--- config.mk ---
export PLATFORM = sky130hd
export DESIGN_NAME = vram_port_arbiter_flat
export DESIGN_NICKNAME = d
export VERILOG_FILES = /design/src/rtl/gpu_mem_pkg.sv /design/src/rtl/vram_port_arbiter_if.sv /design/src/rtl/vram_owner_fifo.sv /design/src/rtl/vram_port_arbiter.sv /design/src/flat_wrapper.sv
export SDC_FILE = /design/constraint.sdc
export NUM_CORES = 1
export LEC_CHECK = 0
export BUFFER_PORTS_ARGS = -buffer_cell sky130_fd_sc_hd__buf_2
export CAP_MARGIN = 15
export CORE_AREA = 2 2 354 356
export CTS_BUF_LIST = sky130_fd_sc_hd__clkbuf_8 sky130_fd_sc_hd__clkbuf_16
export DETAILED_ROUTE_END_ITERATION = 10
export DIE_AREA = 0 0 356 358
export PLACE_DENSITY = 0.3
export SYNTH_ARGS = -nofsm -noshare
export SYNTH_HDL_FRONTEND = slang
export SYNTH_SLANG_ARGS = --single-unit
--- constraint.sdc ---
create_clock -name gpuClk -period 3.9 [get_ports gpuClk]
set_clock_uncertainty 0.1 [all_clocks]
set_input_delay 0.39 -clock gpuClk [delete_from_list [all_inputs] [get_ports gpuClk]]
set_output_delay 0.39 -clock gpuClk [all_outputs]
set_load 0.005 [all_outputs]
--- src/rtl/gpu_mem_pkg.sv ---
//------------------------------------------------------------------------------
// gpu_mem_pkg : shared GPU memory-port types (command sizes, client ids, bundle)
// Revision    : 1.0
//------------------------------------------------------------------------------
`default_nettype none

package gpu_mem_pkg;

  localparam logic [1:0] CMD_8BYTE  = 2'd0;
  localparam logic [1:0] CMD_32BYTE = 2'd1;
  localparam logic [1:0] CMD_4BYTE  = 2'd2;

  typedef enum logic [1:0] {
    CLI_DISP = 2'd0,
    CLI_RNDR = 2'd1,
    CLI_CPU  = 2'd2
  } clientId_t;

  typedef struct packed {
    logic [1:0]   size;
    logic         write;
    logic [14:0]  adr;
    logic [2:0]   subadr;
    logic [15:0]  mask;
    logic [255:0] data;
  } cmdBundle_t;

endpackage

`default_nettype wire

--- src/rtl/vram_port_arbiter_if.sv ---
//------------------------------------------------------------------------------
// vram_port_arbiter_if : client + DDR command/return signals of the VRAM port
// Revision             : 1.0
//------------------------------------------------------------------------------
`default_nettype none

interface vram_port_arbiter_if #(
  parameter int OUTSTANDING = 4
);
  logic         i_disp_command;
  logic [1:0]   i_disp_commandSize;
  logic [14:0]  i_disp_adr;
  logic [2:0]   i_disp_subadr;
  logic         o_disp_busy;
  logic         o_disp_dataInValid;

  logic         i_rndr_command;
  logic [1:0]   i_rndr_commandSize;
  logic         i_rndr_write;
  logic [14:0]  i_rndr_adr;
  logic [2:0]   i_rndr_subadr;
  logic [15:0]  i_rndr_writeMask;
  logic [255:0] i_rndr_dataOut;
  logic         o_rndr_busy;
  logic         o_rndr_dataInValid;

  logic         i_cpu_command;
  logic [1:0]   i_cpu_commandSize;
  logic         i_cpu_write;
  logic [14:0]  i_cpu_adr;
  logic [2:0]   i_cpu_subadr;
  logic [15:0]  i_cpu_writeMask;
  logic [255:0] i_cpu_dataOut;
  logic         o_cpu_busy;
  logic         o_cpu_dataInValid;

  logic         o_command;
  logic [1:0]   o_commandSize;
  logic         o_write;
  logic [14:0]  o_adr;
  logic [2:0]   o_subadr;
  logic [15:0]  o_writeMask;
  logic [255:0] o_dataOut;
  logic         i_busy;
  logic [255:0] i_dataIn;
  logic         i_dataInValid;
  logic         o_protoErr;
  logic [$clog2(OUTSTANDING):0] o_outstanding;

  // Read data is broadcast straight over the bus, so the arbiter never touches i_dataIn.
  modport slave (
    input  i_disp_command, i_disp_commandSize, i_disp_adr, i_disp_subadr,
    output o_disp_busy, o_disp_dataInValid,
    input  i_rndr_command, i_rndr_commandSize, i_rndr_write, i_rndr_adr, i_rndr_subadr,
    input  i_rndr_writeMask, i_rndr_dataOut,
    output o_rndr_busy, o_rndr_dataInValid,
    input  i_cpu_command, i_cpu_commandSize, i_cpu_write, i_cpu_adr, i_cpu_subadr,
    input  i_cpu_writeMask, i_cpu_dataOut,
    output o_cpu_busy, o_cpu_dataInValid,
    output o_command, o_commandSize, o_write, o_adr, o_subadr, o_writeMask, o_dataOut,
    input  i_busy, i_dataInValid,
    output o_protoErr, o_outstanding
  );

  modport master (
    output i_disp_command, i_disp_commandSize, i_disp_adr, i_disp_subadr,
    input  o_disp_busy, o_disp_dataInValid,
    output i_rndr_command, i_rndr_commandSize, i_rndr_write, i_rndr_adr, i_rndr_subadr,
    output i_rndr_writeMask, i_rndr_dataOut,
    input  o_rndr_busy, o_rndr_dataInValid,
    output i_cpu_command, i_cpu_commandSize, i_cpu_write, i_cpu_adr, i_cpu_subadr,
    output i_cpu_writeMask, i_cpu_dataOut,
    input  o_cpu_busy, o_cpu_dataInValid,
    input  o_command, o_commandSize, o_write, o_adr, o_subadr, o_writeMask, o_dataOut,
    output i_busy, i_dataIn, i_dataInValid,
    input  o_protoErr, o_outstanding
  );

endinterface

`default_nettype wire

--- src/rtl/vram_owner_fifo.sv ---
//------------------------------------------------------------------------------
// vram_owner_fifo : in-order FIFO of read-owner ids for outstanding DDR reads
// Revision        : 1.0
//------------------------------------------------------------------------------
`default_nettype none

module vram_owner_fifo
  import gpu_mem_pkg::*;
#(
  parameter int DEPTH = 4
) (
  input  logic                    gpuClk,
  input  logic                    i_nRst,
  input  logic                    i_push,
  input  clientId_t               i_pushId,
  input  logic                    i_pop,
  output clientId_t               o_headId,
  output logic                    o_full,
  output logic                    o_empty,
  output logic [$clog2(DEPTH):0]  o_count
);
  localparam int c_ptrW = $clog2(DEPTH);

  clientId_t         r_mem [DEPTH];
  logic [c_ptrW-1:0] r_wrPtr;
  logic [c_ptrW-1:0] r_rdPtr;
  logic [c_ptrW:0]   r_count;

  always_ff @(posedge gpuClk) begin
    if (i_push) r_mem[r_wrPtr] <= i_pushId;
  end

  always_ff @(posedge gpuClk) begin
    if (!i_nRst) begin
      r_wrPtr <= '0;
      r_rdPtr <= '0;
      r_count <= '0;
    end else begin
      if (i_push) r_wrPtr <= r_wrPtr + c_ptrW'(1);
      if (i_pop)  r_rdPtr <= r_rdPtr + c_ptrW'(1);
      case ({i_push, i_pop})
        2'b10:   r_count <= r_count + (c_ptrW+1)'(1);
        2'b01:   r_count <= r_count - (c_ptrW+1)'(1);
        default: r_count <= r_count;
      endcase
    end
  end

  assign o_headId = r_mem[r_rdPtr];
  assign o_full   = (r_count == (c_ptrW+1)'(DEPTH));
  assign o_empty  = (r_count == '0);
  assign o_count  = r_count;

endmodule

`default_nettype wire

--- src/rtl/vram_port_arbiter.sv ---
//------------------------------------------------------------------------------
// vram_port_arbiter : shares the DDR command port between disp/rndr/cpu clients
// Revision          : 1.0
//------------------------------------------------------------------------------
`default_nettype none

module vram_port_arbiter
  import gpu_mem_pkg::*;
#(
  parameter int OUTSTANDING  = 4,
  parameter int STARVE_LIMIT = 16
) (
  input  logic               gpuClk,
  input  logic               i_nRst,
  vram_port_arbiter_if.slave bus
);
  localparam int                 c_cntW    = $clog2(OUTSTANDING) + 1;
  localparam int                 c_waitW   = $clog2(STARVE_LIMIT + 1);
  localparam logic [c_waitW-1:0] c_waitMax = c_waitW'(STARVE_LIMIT);

  logic              w_full;
  logic              w_empty;
  logic [c_cntW-1:0] w_count;
  clientId_t         w_headId;
  clientId_t         w_pushId;
  cmdBundle_t        w_sel;
  logic              w_eligDisp, w_eligRndr, w_eligCpu;
  logic              w_starved, w_active;
  logic              w_grantDisp, w_grantRndr, w_grantCpu;
  logic              w_push, w_pop;
  logic [c_waitW-1:0] r_cpuWait;
  logic              r_protoErr;

  // Writes never occupy an owner slot, so only reads are blocked by a full FIFO.
  assign w_eligDisp = bus.i_disp_command & ~w_full;
  assign w_eligRndr = bus.i_rndr_command & (bus.i_rndr_write | ~w_full);
  assign w_eligCpu  = bus.i_cpu_command  & (bus.i_cpu_write  | ~w_full);

  assign w_starved   = (r_cpuWait == c_waitMax);
  assign w_active    = i_nRst & ~bus.i_busy;
  assign w_grantDisp = w_active & w_eligDisp;
  assign w_grantCpu  = w_active & ~w_eligDisp & w_eligCpu & (w_starved | ~w_eligRndr);
  assign w_grantRndr = w_active & ~w_eligDisp & w_eligRndr & ~(w_starved & w_eligCpu);

  always_comb begin
    w_sel    = '0;
    w_pushId = CLI_DISP;
    if (w_grantDisp) begin
      w_sel.size   = bus.i_disp_commandSize;
      w_sel.adr    = bus.i_disp_adr;
      w_sel.subadr = bus.i_disp_subadr;
    end else if (w_grantRndr) begin
      w_sel    = '{bus.i_rndr_commandSize, bus.i_rndr_write, bus.i_rndr_adr,
                   bus.i_rndr_subadr, bus.i_rndr_writeMask, bus.i_rndr_dataOut};
      w_pushId = CLI_RNDR;
    end else if (w_grantCpu) begin
      w_sel    = '{bus.i_cpu_commandSize, bus.i_cpu_write, bus.i_cpu_adr,
                   bus.i_cpu_subadr, bus.i_cpu_writeMask, bus.i_cpu_dataOut};
      w_pushId = CLI_CPU;
    end
  end

  assign bus.o_command     = w_grantDisp | w_grantRndr | w_grantCpu;
  assign bus.o_commandSize = w_sel.size;
  assign bus.o_write       = w_sel.write;
  assign bus.o_adr         = w_sel.adr;
  assign bus.o_subadr      = w_sel.subadr;
  assign bus.o_writeMask   = w_sel.mask;
  assign bus.o_dataOut     = w_sel.data;

  assign bus.o_disp_busy = ~w_grantDisp;
  assign bus.o_rndr_busy = ~w_grantRndr;
  assign bus.o_cpu_busy  = ~w_grantCpu;

  assign w_push = bus.o_command & ~w_sel.write;
  assign w_pop  = i_nRst & bus.i_dataInValid & ~w_empty;

  assign bus.o_disp_dataInValid = w_pop & (w_headId == CLI_DISP);
  assign bus.o_rndr_dataInValid = w_pop & (w_headId == CLI_RNDR);
  assign bus.o_cpu_dataInValid  = w_pop & (w_headId == CLI_CPU);

  vram_owner_fifo #(
    .DEPTH (OUTSTANDING)
  ) u_ownerFifo (
    .gpuClk   (gpuClk),
    .i_nRst   (i_nRst),
    .i_push   (w_push),
    .i_pushId (w_pushId),
    .i_pop    (w_pop),
    .o_headId (w_headId),
    .o_full   (w_full),
    .o_empty  (w_empty),
    .o_count  (w_count)
  );

  // cpu ages only while it actually asks and loses; any gap in its request restarts the count.
  always_ff @(posedge gpuClk) begin
    if (!i_nRst) begin
      r_cpuWait  <= '0;
      r_protoErr <= 1'b0;
    end else begin
      if (!bus.i_cpu_command || w_grantCpu) r_cpuWait <= '0;
      else if (!w_starved)                  r_cpuWait <= r_cpuWait + c_waitW'(1);
      if (bus.i_dataInValid && w_empty)     r_protoErr <= 1'b1;
    end
  end

  assign bus.o_protoErr    = r_protoErr;
  assign bus.o_outstanding = w_count;

endmodule

`default_nettype wire

--- src/flat_wrapper.sv ---
// flat-port wrapper written by rule: the top's interface ports become plain ports
module vram_port_arbiter_flat import gpu_mem_pkg::*;
#(
  parameter int OUTSTANDING  = 4,
  parameter int STARVE_LIMIT = 16
)
  (gpuClk, i_nRst, bus_i_disp_command, bus_i_disp_commandSize, bus_i_disp_adr, bus_i_disp_subadr, bus_o_disp_busy, bus_o_disp_dataInValid, bus_i_rndr_command, bus_i_rndr_commandSize, bus_i_rndr_write, bus_i_rndr_adr, bus_i_rndr_subadr, bus_i_rndr_writeMask, bus_i_rndr_dataOut, bus_o_rndr_busy, bus_o_rndr_dataInValid, bus_i_cpu_command, bus_i_cpu_commandSize, bus_i_cpu_write, bus_i_cpu_adr, bus_i_cpu_subadr, bus_i_cpu_writeMask, bus_i_cpu_dataOut, bus_o_cpu_busy, bus_o_cpu_dataInValid, bus_o_command, bus_o_commandSize, bus_o_write, bus_o_adr, bus_o_subadr, bus_o_writeMask, bus_o_dataOut, bus_i_busy, bus_i_dataInValid, bus_o_protoErr, bus_o_outstanding);
  vram_port_arbiter_if #(.OUTSTANDING(OUTSTANDING)) bus_i ();
  input  logic gpuClk;
  input  logic i_nRst;
  input wire logic [$bits(bus_i.i_disp_command)-1:0] bus_i_disp_command;
  input wire logic [$bits(bus_i.i_disp_commandSize)-1:0] bus_i_disp_commandSize;
  input wire logic [$bits(bus_i.i_disp_adr)-1:0] bus_i_disp_adr;
  input wire logic [$bits(bus_i.i_disp_subadr)-1:0] bus_i_disp_subadr;
  output wire logic [$bits(bus_i.o_disp_busy)-1:0] bus_o_disp_busy;
  output wire logic [$bits(bus_i.o_disp_dataInValid)-1:0] bus_o_disp_dataInValid;
  input wire logic [$bits(bus_i.i_rndr_command)-1:0] bus_i_rndr_command;
  input wire logic [$bits(bus_i.i_rndr_commandSize)-1:0] bus_i_rndr_commandSize;
  input wire logic [$bits(bus_i.i_rndr_write)-1:0] bus_i_rndr_write;
  input wire logic [$bits(bus_i.i_rndr_adr)-1:0] bus_i_rndr_adr;
  input wire logic [$bits(bus_i.i_rndr_subadr)-1:0] bus_i_rndr_subadr;
  input wire logic [$bits(bus_i.i_rndr_writeMask)-1:0] bus_i_rndr_writeMask;
  input wire logic [$bits(bus_i.i_rndr_dataOut)-1:0] bus_i_rndr_dataOut;
  output wire logic [$bits(bus_i.o_rndr_busy)-1:0] bus_o_rndr_busy;
  output wire logic [$bits(bus_i.o_rndr_dataInValid)-1:0] bus_o_rndr_dataInValid;
  input wire logic [$bits(bus_i.i_cpu_command)-1:0] bus_i_cpu_command;
  input wire logic [$bits(bus_i.i_cpu_commandSize)-1:0] bus_i_cpu_commandSize;
  input wire logic [$bits(bus_i.i_cpu_write)-1:0] bus_i_cpu_write;
  input wire logic [$bits(bus_i.i_cpu_adr)-1:0] bus_i_cpu_adr;
  input wire logic [$bits(bus_i.i_cpu_subadr)-1:0] bus_i_cpu_subadr;
  input wire logic [$bits(bus_i.i_cpu_writeMask)-1:0] bus_i_cpu_writeMask;
  input wire logic [$bits(bus_i.i_cpu_dataOut)-1:0] bus_i_cpu_dataOut;
  output wire logic [$bits(bus_i.o_cpu_busy)-1:0] bus_o_cpu_busy;
  output wire logic [$bits(bus_i.o_cpu_dataInValid)-1:0] bus_o_cpu_dataInValid;
  output wire logic [$bits(bus_i.o_command)-1:0] bus_o_command;
  output wire logic [$bits(bus_i.o_commandSize)-1:0] bus_o_commandSize;
  output wire logic [$bits(bus_i.o_write)-1:0] bus_o_write;
  output wire logic [$bits(bus_i.o_adr)-1:0] bus_o_adr;
  output wire logic [$bits(bus_i.o_subadr)-1:0] bus_o_subadr;
  output wire logic [$bits(bus_i.o_writeMask)-1:0] bus_o_writeMask;
  output wire logic [$bits(bus_i.o_dataOut)-1:0] bus_o_dataOut;
  input wire logic [$bits(bus_i.i_busy)-1:0] bus_i_busy;
  input wire logic [$bits(bus_i.i_dataInValid)-1:0] bus_i_dataInValid;
  output wire logic [$bits(bus_i.o_protoErr)-1:0] bus_o_protoErr;
  output wire logic [$bits(bus_i.o_outstanding)-1:0] bus_o_outstanding;
  assign bus_i.i_disp_command = bus_i_disp_command;
  assign bus_i.i_disp_commandSize = bus_i_disp_commandSize;
  assign bus_i.i_disp_adr = bus_i_disp_adr;
  assign bus_i.i_disp_subadr = bus_i_disp_subadr;
  assign bus_o_disp_busy = bus_i.o_disp_busy;
  assign bus_o_disp_dataInValid = bus_i.o_disp_dataInValid;
  assign bus_i.i_rndr_command = bus_i_rndr_command;
  assign bus_i.i_rndr_commandSize = bus_i_rndr_commandSize;
  assign bus_i.i_rndr_write = bus_i_rndr_write;
  assign bus_i.i_rndr_adr = bus_i_rndr_adr;
  assign bus_i.i_rndr_subadr = bus_i_rndr_subadr;
  assign bus_i.i_rndr_writeMask = bus_i_rndr_writeMask;
  assign bus_i.i_rndr_dataOut = bus_i_rndr_dataOut;
  assign bus_o_rndr_busy = bus_i.o_rndr_busy;
  assign bus_o_rndr_dataInValid = bus_i.o_rndr_dataInValid;
  assign bus_i.i_cpu_command = bus_i_cpu_command;
  assign bus_i.i_cpu_commandSize = bus_i_cpu_commandSize;
  assign bus_i.i_cpu_write = bus_i_cpu_write;
  assign bus_i.i_cpu_adr = bus_i_cpu_adr;
  assign bus_i.i_cpu_subadr = bus_i_cpu_subadr;
  assign bus_i.i_cpu_writeMask = bus_i_cpu_writeMask;
  assign bus_i.i_cpu_dataOut = bus_i_cpu_dataOut;
  assign bus_o_cpu_busy = bus_i.o_cpu_busy;
  assign bus_o_cpu_dataInValid = bus_i.o_cpu_dataInValid;
  assign bus_o_command = bus_i.o_command;
  assign bus_o_commandSize = bus_i.o_commandSize;
  assign bus_o_write = bus_i.o_write;
  assign bus_o_adr = bus_i.o_adr;
  assign bus_o_subadr = bus_i.o_subadr;
  assign bus_o_writeMask = bus_i.o_writeMask;
  assign bus_o_dataOut = bus_i.o_dataOut;
  assign bus_i.i_busy = bus_i_busy;
  assign bus_i.i_dataInValid = bus_i_dataInValid;
  assign bus_o_protoErr = bus_i.o_protoErr;
  assign bus_o_outstanding = bus_i.o_outstanding;
  vram_port_arbiter #(.OUTSTANDING(OUTSTANDING), .STARVE_LIMIT(STARVE_LIMIT)) u_core (.gpuClk(gpuClk), .i_nRst(i_nRst), .bus(bus_i));
endmodule
==> run summary, run 1 <==
Final-report setup violation count: 0
Max clock buf depth: 2
Routability cong.: 0.8813
Worst Path Required: 3.41 ns
Sink Count: 23
TritonCTS clock tree: done
CP arrival: 3.05 ns
Comb power frac: 61.5%
Area leader, netlist: a22o_1
Setup TNS: 0 ns
Final Critical Period: 3.542 ns
Vias in the first global route: 8,550
# IOs: 917
Setup CP Type: reg2out
Crit path max fanout: 28
# hold bufs at CTS: 0
Mux cell area share after synthesis: 1.317%
Max Cap Violations: 0
Fraction of layout cells with a size suffix above 1: 69.20%
Fin. max-slew vios: 0
Slew @ Worst Pin: 0.8515 ns
Non-Filler Instances: 3,062
DR DRC count: 0
Ranking of synthesized cells by area: a22o_1 (57%), dfxtp_1 (7.2%), edfxtp_1 (5.7%), buf_2 (5.6%), a222oi_1 (4.8%)
Post-CTS Setup Bufs: 0
H-tree levels: 1
Clk slew on worst S/H paths: 0.06 ns
Post-synthesis xor/xnor area fraction: 1.676%
Number of flops mapped to enable cells by yosys: 8
Relative slew slack: 43.10%
Std-Cell Rows: 129
DRT iter0 DRCs: 842
Switching fraction of total power: 39.08%
Via density: 3.059
Antenna-violating nets left: 0
CTS Buf Count: 3
Largest family of logic cells by synthesized area: compound AO/OA/AOI/OAI gates
Simple-Gate Fraction of Synth Area: 4.877%
Synth warn: 0
Pin count of the biggest net entering global routing: 101
Total track usage: 13.16%
Die height: 358 µm
Status: completed
Top cell type's share of synthesized area: 56.97%
Critical Path Sink Type: primary output
CP Launch Type: register
Hold Crit Class: in2reg
Pint: 0.7792 mW
RSZ-0062 raised after global routing: false
Routed wire length: 91,020 µm
HPWL after detailed placement: 84,500 µm
Clk_lat worst skew: 0.26 ns
P per Cell Area: 116.4 mW/mm²
Netlist Area Pre-Place: 0.004182 mm²
Initial antenna violation count: 184
Die Area: 0.1274 mm²
Clock Tree Root: clkbuf_16
Via count: 9,368
Fin. Hold Viols: 0
WL per Instance: 29.72 µm
CP most frequent cell: buf_12
Seq pwr share: 21.2%
Worst path slowest cell: o2111a_4
DIE WIDTH: 356 µm
Top_reg_cell synth: dfxtp_1
Post-synth cell types: 37
Final nets: 1,992
Adder-cell share of the synthesized area: 2.573%
Mean post-synth cell area: 8.397 µm²
Asr flop ratio synth: 0%
IO Port Bufs: 916
Syn_nets: 1,119
Most frequent cells after synthesis: a22o_1 (272), buf_2 (47), inv_1 (35)
Cells along the critical path: or3b_4, o21ai_1, o2111a_4, buf_12, buf_12, a22o_1, buf_2
#FFs+latches synth: 23
Peak VDD IR: 0.0001278 V
Sequential area share after synthesis: 12.93%
Drt pass-1 iters: 5
Top-count cell post-synth: a22o_1
First-pass GRT wire length: 105,400 µm
Clk pwr share: 17.4%
Placed cell count: 3,003
Synth Instances: 498
Congestion Overflow GR: 0
Complex-gate fraction of the synthesized area: 64.90%
Slowest cell delay on critical path: 0.47 ns
Starting density of the core: 3.391%
NetSw: 0.4998 mW
Tcrit/Tclk final: 90.83%
Leak: 5.836 nW
Area delta synth->final: 162.7%
CTS resizes: 0
Placeable Area: 0.1233 mm²
Max Fclk: 282.3 MHz
-- per-layer routing --
metal	vias to the layer above	track usage (%)	wire, µm
met3	296	11.54	17780
met1	4230	14.12	32170
met4	168	2.110	2226
li1	3916	-	-
met5	-	2.852	1047
met2	758	19.34	37790
-- critical path, delay by kind of cell (launching register included) --
family                 cells  cell delay (ns)
buffers and inverters      3             0.67
and+or+nand+nor            1             0.44
AOI/OAI and AO/OA          3             1.16
DFF                        1             0.40
-- area by class of cell --
cell class / count / area (µm²)
diodes: 55 / 137.6
clock buffers: 3 / 75.07
clock inverters: 1 / 5.005
fillers: 14680 / 112300
inverters: 36 / 135.1
multi-input cells: 370 / 3178
flip-flops and latches: 23 / 540.5
well taps: 1637 / 2048
repair buffers: 937 / 4867
-- final timing paths --
| check | startpoint | endpoint | slack (ns) | cells past startpoint |
|---|---|---|---|---|
| hold reg to reg | u_core.bus.o_protoErr | u_core.bus.o_protoErr | 0.38 | 2 |
| setup reg to reg | u_core.r_cpuWait[0] | u_core.u_ownerFifo.o_count[2] | 0.77 | 15 |
| hold / removal | bus_i_dataInValid | u_core.bus.o_protoErr | 0.28 | 3 |
| setup / recovery | u_core.u_ownerFifo.o_count[2] | bus_o_dataOut[123] | 0.36 | 7 |
-- flip-flops by register name (all words and copies together), names as in the netlist, named ones only --
signal and flops:
u_core.u_ownerFifo.r_mem 8, u_core.r_cpuWait 5, u_core.u_ownerFifo.o_count 3, u_core.u_ownerFifo.r_rdPtr 2, u_core.u_ownerFifo.r_wrPtr 2, u_core.bus.o_protoErr 1
-- power groups by stage --
| stage | Sequential [mW] | Clock, mW | Combinational (mW) |
|---|---|---|---|
| floorplan | 0.274 | 0 | 0.197 |
| global placement | 0.276 | 0 | 0.799 |
| detailed placement | 0.276 | 0 | 0.793 |
| CTS | 0.271 | 0.234 | 0.797 |
| global route | 0.273 | 0.244 | 0.842 |
| finish | 0.271 | 0.222 | 0.786 |
-- layout by cell type, fill, tap and decap left out, drive strengths merged, types with 2 or more instances in the layout --
| cell type | n |
|---|---|
| buf | 937 |
| a22o | 272 |
| diode | 55 |
| inv | 35 |
| a222oi | 20 |
| dfxtp | 15 |
| nor2 | 9 |
| edfxtp | 8 |
| nand2 | 7 |
| a21oi | 7 |
| ha | 7 |
| nor3 | 6 |
| o21ai | 6 |
| xor2 | 5 |
| and3 | 4 |
| nand3 | 4 |
| nor3b | 3 |
| xnor2 | 3 |
| clkbuf | 3 |
| mux4 | 2 |
| clkinv | 2 |
-- cell families (layout without fill, tap and decap cells) --
family / Yosys count / count (layout)
flops: 23 / 23
compound gates: 312 / 312
xor+xnor: 8 / 8
fa+ha+maj: 8 / 8
mux: 3 / 3
simple gates: 39 / 39
other cells: 0 / 55
buf+inv: 105 / 977
-- through the flow --
stage          power (mW)  util [%]  worst slack [ns]  hold WS [ns]  instance area (µm²)
6_report            1.279     8.910            0.3577        0.2810                10990
3_3_place_gp        1.075     8.733            0.5471        0.3657                10770
5_1_grt             1.358     8.879            0.2255        0.3074                10950
4_1_cts             1.302     8.798            0.3006        0.2852                10850
3_5_place_dp        1.069     8.733            0.5947        0.3735                10770
2_1_floorplan      0.4711         -             1.092        0.3604                 4182
(Power assumes the default switching activity.)
==> inputs of run 2 (changes only) <==
--- a/config.mk
+++ b/config.mk
@@ -12,6 +12,7 @@
 export DETAILED_ROUTE_END_ITERATION = 10
 export DIE_AREA = 0 0 356 358
 export PLACE_DENSITY = 0.3
+export SETUP_SLACK_MARGIN = 0.5
 export SYNTH_ARGS = -nofsm -noshare
 export SYNTH_HDL_FRONTEND = slang
 export SYNTH_SLANG_ARGS = --single-unit
==> run 2 against run 1 <==
  * Critical path depth rose by 1
  * Sequential share of layout area fell by 0.066 points
  * Via count rose by 1.7%
  * Largest cell class unchanged
  * Largest power group unchanged
==> run summary, run 2 (synthesis results as in run 1) <==
Status: completed
CP arrival: 2.83 ns (-0.22 ns)
CP most frequent cell: buf_4
Final nets: 2,002 (+0.50%)
CTS Buf Count: 3 (unchanged)
Initial antenna violation count: 182 (-1.1%)
Critical Path Sink Type: primary output
Starting density of the core: 3.391% (unchanged)
Worst setup path end: bus_o_dataOut[251]
WL per Instance: 30.26 µm (+1.8%)
Hold Crit Class: in2reg
Die height: 358 µm (unchanged)
Switching fraction of total power: 39.31% (+0.23 points)
Clk pwr share: 17.3% (about the same)
Total track usage: 13.38% (+0.22 points)
TritonCTS clock tree: done
Relative slew slack: 42.68% (-0.42 points)
Placed cell count: 3,003 (unchanged)
P per Cell Area: 116.7 mW/mm² (+0.21%)
Capturing point of the worst reg2reg path: u_core.u_ownerFifo.o_count[2]
WHS Path Cells: 3 (unchanged)
Placeable Area: 0.1233 mm² (unchanged)
DIE WIDTH: 356 µm (unchanged)
DR DRC count: 0 (unchanged)
Tcrit/Tclk final: 85.13% (-5.7 points)
Clk slew on worst S/H paths: 0.06 ns (about the same)
DRT iter0 DRCs: 797 (-5.3%)
Antenna-violating nets left: 0 (unchanged)
Reg2reg start: u_core.u_ownerFifo.o_count[2]
Crit. path cell count: 8 (+1)
Leak: 5.920 nW (+1.4%)
Fin. Hold Viols: 0 (unchanged)
Setup CP Type: reg2out
Sink Count: 23 (unchanged)
Slowest cell delay on critical path: 0.47 ns (about the same)
Max Fclk: 301.2 MHz (+6.7%)
Slew @ Worst Pin: 0.8578 ns (+0.006282 ns)
Clock Tree Root: clkbuf_16
Worst path slowest cell: or3b_4
Final hold slack: 0.2819 ns (+0.0008340 ns)
Via density: 3.115 (+1.8%)
Congestion Overflow GR: 0 (unchanged)
Routability cong.: 0.8813 (unchanged)
Worst Path Required: 3.41 ns (about the same)
Finished Core Util: 9.030% (+0.12 points)
Max clock buf depth: 2 (unchanged)
Die Area: 0.1274 mm² (unchanged)
Routed wire length: 92,530 µm (+1.7%)
IO Port Bufs: 916 (unchanged)
# IOs: 917 (unchanged)
Via count: 9,527 (+1.7%)
Std-Cell Rows: 129 (unchanged)
Worst reg-to-reg path cell count: 12 (-3)
Clk_lat worst skew: 0.26 ns (about the same)
Seq pwr share: 20.8% (-0.4 points)
Non-Filler Instances: 3,058 (-0.13%)
Most frequent cells in the layout: buf_2 (916), a22o_1 (269), inv_1 (35)
Reg with most FFs: u_core.u_ownerFifo.r_mem
Worst setup path start: u_core.u_ownerFifo.o_count[2]
Max FFs per register: 8 (unchanged)
Final Critical Period: 3.320 ns (-0.2221 ns)
Pint: 0.7884 mW (+1.2%)
H-tree levels: 1 (unchanged)
Drt pass-1 iters: 6 (+1)
Fraction of layout cells with a size suffix above 1: 69.93% (+0.73 points)
Fin. max-slew vios: 0 (unchanged)
First-pass GRT wire length: 107,100 µm (+1.6%)
Worst path bufs/invs: 4 (+1)
Vias in the first global route: 8,606 (+0.65%)
Critical path's top delay family: buffers and inverters
Crit path max fanout: 22 (-21%)
PnR Total Power: 1.299 mW (+1.6%)
Max Cap Violations: 0 (unchanged)
Area delta synth->final: 166.3%
Cells along the critical path: or3b_4, o21ai_4, buf_4, o2111a_4, buf_12, buf_4, a22o_1, buf_2
Commonest non-fill, non-tap cell in the layout: buf_2
HPWL after detailed placement: 84,500 µm (unchanged)
R2R setup slack: 0.78 ns (about the same)
RSZ-0062 raised after global routing: true
Setup TNS: 0 ns (unchanged)
Pin count of the biggest net entering global routing: 64 (-37%)
Comb power frac: 61.9% (+0.4 points)
Peak VDD IR: 0.0001283 V (+0.42%)
NetSw: 0.5106 mW (+2.2%)
Final-report setup violation count: 0 (unchanged)
CP Launch Type: register
==> run 2: changes by cell type in the layout (fill, tap and decap cells not counted), sizes merged <==
cell,previous run,this run
diode,55,41
buf,937,944
o2111a,1,2
bufbuf,0,2
==> run 2: power groups by stage <==
stage / Sequential [mW] / Clock (mW) / Combinational [mW]
finish: 0.271 / 0.224 / 0.804
global route: 0.273 / 0.244 / 0.859
CTS: 0.271 / 0.234 / 0.812
detailed placement: 0.276 / 0 / 0.793
global placement: 0.276 / 0 / 0.799
floorplan: 0.274 / 0 / 0.197
==> run 2: area by class of cell <==
| type | count | area [µm²] |
|---|---|---|
| Fill cell | 14670 | 112200 |
| Timing Repair Buffer | 946 | 5004 |
| Multi-Input combinational cell | 371 | 3226 |
| Tap cell | 1637 | 2048 |
| Sequential cell | 23 | 540.5 |
| Inverter | 36 | 135.1 |
| Antenna cell | 41 | 102.6 |
| Clock buffer | 3 | 75.07 |
| Clock inverter | 1 | 5.005 |
==> run 2: worst register-to-register path: cells and delay by family (launching register included) <==
kind,cells,cell delay (ns)
AND/OR/NAND/NOR,3,0.86
buffers and inverters,3,0.31
AO/OA/AOI/OAI,3,0.65
XOR/XNOR,1,0.17
adder cells (fa/ha/maj),2,0.57
flip-flops,1,0.40
==> run 2: per-stage QoR <==
stage	area, µm²	setup slack (ns)
final	11140	0.5798
after global routing	11100	0.4529
after CTS	10990	0.5268
after detailed placement	10770	0.5947
after global placement	10770	0.5471
after floorplan	4182	1.092
==> run 2: worst min path at each step <==
| stage | start | end | slack [ns] |
|---|---|---|---|
| finish | bus_i_dataInValid | u_core.bus.o_protoErr | 0.28 |
| global placement | u_core.bus.o_protoErr | u_core.bus.o_protoErr | 0.37 |
| detailed placement | u_core.bus.o_protoErr | u_core.bus.o_protoErr | 0.37 |
| floorplan | u_core.bus.o_protoErr | u_core.bus.o_protoErr | 0.36 |
| global route | bus_i_dataInValid | u_core.bus.o_protoErr | 0.31 |
| CTS | bus_i_dataInValid | u_core.bus.o_protoErr | 0.29 |
==> run 2: timing repair <==
| item | CTS | global route |
|---|---|---|
| setup endpoints to repair | 32 | 3 |
| hold buffers | 0 | 0 |
| cloned | 3 | 0 |
| pin swaps | 1 | 2 |
| gates resized for setup | 10 | 2 |
| setup buffers | 2 | 5 |
==> run 2: routing by layer <==
layer / global-route usage [%] / vias up / part of all wire, %
met5: 1.481 / - / 1.2
met4: 2.110 / 184 / 2.4
met3: 11.76 / 316 / 19
met2: 19.54 / 792 / 41
met1: 14.58 / 4311 / 36
li1: - / 3924 / -
==> inputs of run 3 (changes only) <==
--- a/config.mk
+++ b/config.mk
@@ -9,9 +9,11 @@
 export CAP_MARGIN = 15
 export CORE_AREA = 2 2 354 356
 export CTS_BUF_LIST = sky130_fd_sc_hd__clkbuf_8 sky130_fd_sc_hd__clkbuf_16
+export CTS_CLUSTER_DIAMETER = 30
 export DETAILED_ROUTE_END_ITERATION = 10
 export DIE_AREA = 0 0 356 358
 export PLACE_DENSITY = 0.3
+export REMOVE_ABC_BUFFERS = 1
 export SETUP_SLACK_MARGIN = 0.5
 export SYNTH_ARGS = -nofsm -noshare
 export SYNTH_HDL_FRONTEND = slang
==> run 3 against run 2 <==
  * Total power is 1.0% lower
  * Critical path type unchanged
  * Global-route usage down 1.8 points
  * Maximum frequency is 1.1% higher
  * Highest routed layer unchanged
  * Core utilization shrank 0.084 points
  * Sequential share of layout area hardly changed
  * Largest power group unchanged
  * Largest cell class unchanged
==> run summary, run 3 (synthesis results as in run 1) <==
Reg2reg start: u_core.r_cpuWait[0]
Routed wire length: 80,300 µm (-13%)
CTS Buf Count: 3 (unchanged)
RSZ-0062 raised after global routing: true
TritonCTS clock tree: done
Final nets: 1,999 (-0.15%)
Worst setup path end: bus_o_dataOut[200]
DIE WIDTH: 356 µm (unchanged)
Setup CP Type: reg2out
Max clock buf depth: 2 (unchanged)
Clk slew on worst S/H paths: 0.06 ns (about the same)
Finished Core Util: 8.946% (-0.084 points)
Starting density of the core: 3.391% (unchanged)
Drt pass-1 iters: 7 (+1)
Critical Path Sink Type: primary output
Peak VDD IR: 0.0001331 V (+3.7%)
Die height: 358 µm (unchanged)
Via count: 8,871 (-6.9%)
Worst setup path start: u_core.u_ownerFifo.o_count[2]
Most frequent cells in the layout: buf_2 (909), a22o_1 (271), inv_1 (35)
Area delta synth->final: 163.8%
Final Critical Period: 3.283 ns (-0.03705 ns)
Total track usage: 11.60% (-1.8 points)
Max FFs per register: 8 (unchanged)
Max Cap Violations: 0 (unchanged)
# hold bufs at CTS: 0 (unchanged)
Clk_lat worst skew: 0.26 ns (about the same)
H-tree levels: 1 (unchanged)
Placed inst area: 0.01074 mm² (-0.26%)
Worst reg-to-reg path cell count: 15 (+3)
Sink Count: 23 (unchanged)
Pin count of the biggest net entering global routing: 73 (+14%)
Slew @ Worst Pin: 0.9444 ns (+0.08662 ns)
Hold Crit Class: in2reg
CP arrival: 2.79 ns (-0.04 ns)
DRT iter0 DRCs: 673 (-16%)
Routability cong.: 0.8502 (-3.5%)
Std-Cell Rows: 129 (unchanged)
Commonest non-fill, non-tap cell in the layout: buf_2
First-pass GRT wire length: 93,990 µm (-12%)
Crit path max fanout: 66 (+200%)
P per Cell Area: 116.5 mW/mm² (-0.11%)
Leak: 5.889 nW (-0.52%)
Fin. max-slew vios: 0 (unchanged)
Placeable Area: 0.1233 mm² (unchanged)
Die Area: 0.1274 mm² (unchanged)
Capturing point of the worst reg2reg path: u_core.u_ownerFifo.o_count[2]
PnR Total Power: 1.285 mW (-1.0%)
Final-report setup violation count: 0 (unchanged)
Max Fclk: 304.6 MHz (+1.1%)
Status: completed
Reg with most FFs: u_core.u_ownerFifo.r_mem
Antenna-violating nets left: 0 (unchanged)
DR DRC count: 0 (unchanged)
# fillers: 14.69k (+0.16%)
WL per Instance: 26.57 µm (-12%)
Worst Path Required: 3.41 ns (about the same)
HPWL after detailed placement: 73,090 µm (-14%)
CP Launch Type: register
Design area: 0.01103 mm² (-0.93%)
# IOs: 917 (unchanged)
Congestion Overflow GR: 0 (unchanged)
Fraction of layout cells with a size suffix above 1: 69.79% (-0.14 points)
R2R setup slack: 0.83 ns (+0.05 ns)
Relative slew slack: 36.89% (-5.8 points)
Initial antenna violation count: 118 (-35%)
Via density: 2.935 (-5.8%)
Tcrit/Tclk final: 84.18% (-0.95 points)
Fin. Hold Viols: 0 (unchanged)
IO Port Bufs: 916 (unchanged)
Vias in the first global route: 8,288 (-3.7%)
Clock Tree Root: clkbuf_16
==> run 3: changes by cell type in the layout (fill, tap and decap cells not counted), sizes merged <==
| cell | delta |
|---|---|
| bufbuf | -2 |
| diode | -33 |
| buf | -7 |
| clkbuf | +6 |
==> run 3: layout make-up <==
class	count	area (µm²)	share of cell area (%)
clock inverter	1	5.005	0.04537
multi-input combinational	371	3237	29.34
clock buffer	3	75.07	0.6805
sequential	23	540.5	4.900
inverter	36	135.1	1.225
tap	1637	2048	18.57
timing repair buffer	943	4971	45.06
antenna	8	20.02	0.1815
==> run 3: worst max-delay path: stages (launching register included) <==
cell and delay [ns]:
dfxtp_1 0.43, or3b_4 0.47, a21o_1 0.23, a311oi_4 0.33, buf_12 0.24, buf_12 0.27, a22o_1 0.30, buf_2 0.15
==> run 3: worst min path at each step <==
| stage | start | endpoint | depth (start not counted) |
|---|---|---|---|
| 2_1_floorplan | u_core.bus.o_protoErr | u_core.bus.o_protoErr | 2 |
| 3_3_place_gp | u_core.bus.o_protoErr | u_core.bus.o_protoErr | 2 |
| 3_5_place_dp | u_core.bus.o_protoErr | u_core.bus.o_protoErr | 2 |
| 4_1_cts | bus_i_dataInValid | u_core.bus.o_protoErr | 3 |
| 5_1_grt | bus_i_dataInValid | u_core.bus.o_protoErr | 3 |
| 6_report | bus_i_dataInValid | u_core.bus.o_protoErr | 3 |
==> run 3: metrics by stage <==
| stage | setup slack [ns] | setup TNS (ns) | hold slack (ns) | std cells |
|---|---|---|---|---|
| floorplan | -8.064 | -2201.97 | 0.3604 | 429 |
| global placement | 0.4381 | 0 | 0.3872 | 3001 |
| detailed placement | 0.4401 | 0 | 0.3918 | 3001 |
| CTS | 0.4936 | 0 | 0.2697 | 3009 |
| global route | 0.4784 | 0 | 0.3012 | 3019 |
| finish | 0.6168 | 0 | 0.2695 | 3022 |
==> run 3: timing repair <==
item / CTS / global route
cloned: 1 / 1
pin swaps: 1 / 3
gates resized for setup: 12 / 9
endpoints found under the setup margin: 262 / 102
setup buffers: 3 / 4
==> run 3: per-layer routing <==
layer / wire, µm / vias up / GRT usage (%) / part of all wire, %
met5: 895 / - / 0 / 1.1
met1: 29050 / 3994 / 12.64 / 36
met3: 13270 / 221 / 8.478 / 17
met2: 36070 / 654 / 18.68 / 45
li1: - / 3862 / - / -
met4: 1005 / 140 / 1.156 / 1.3
==> run 3: where the power goes <==
group          leakage [nW]  switching (mW)  internal (mW)  total (mW)
combinational          5.65           0.396          0.390       0.786
sequential            0.199          0.0136          0.259       0.273
clock                0.0409          0.0890          0.138       0.227
total                  5.89           0.499          0.787        1.29
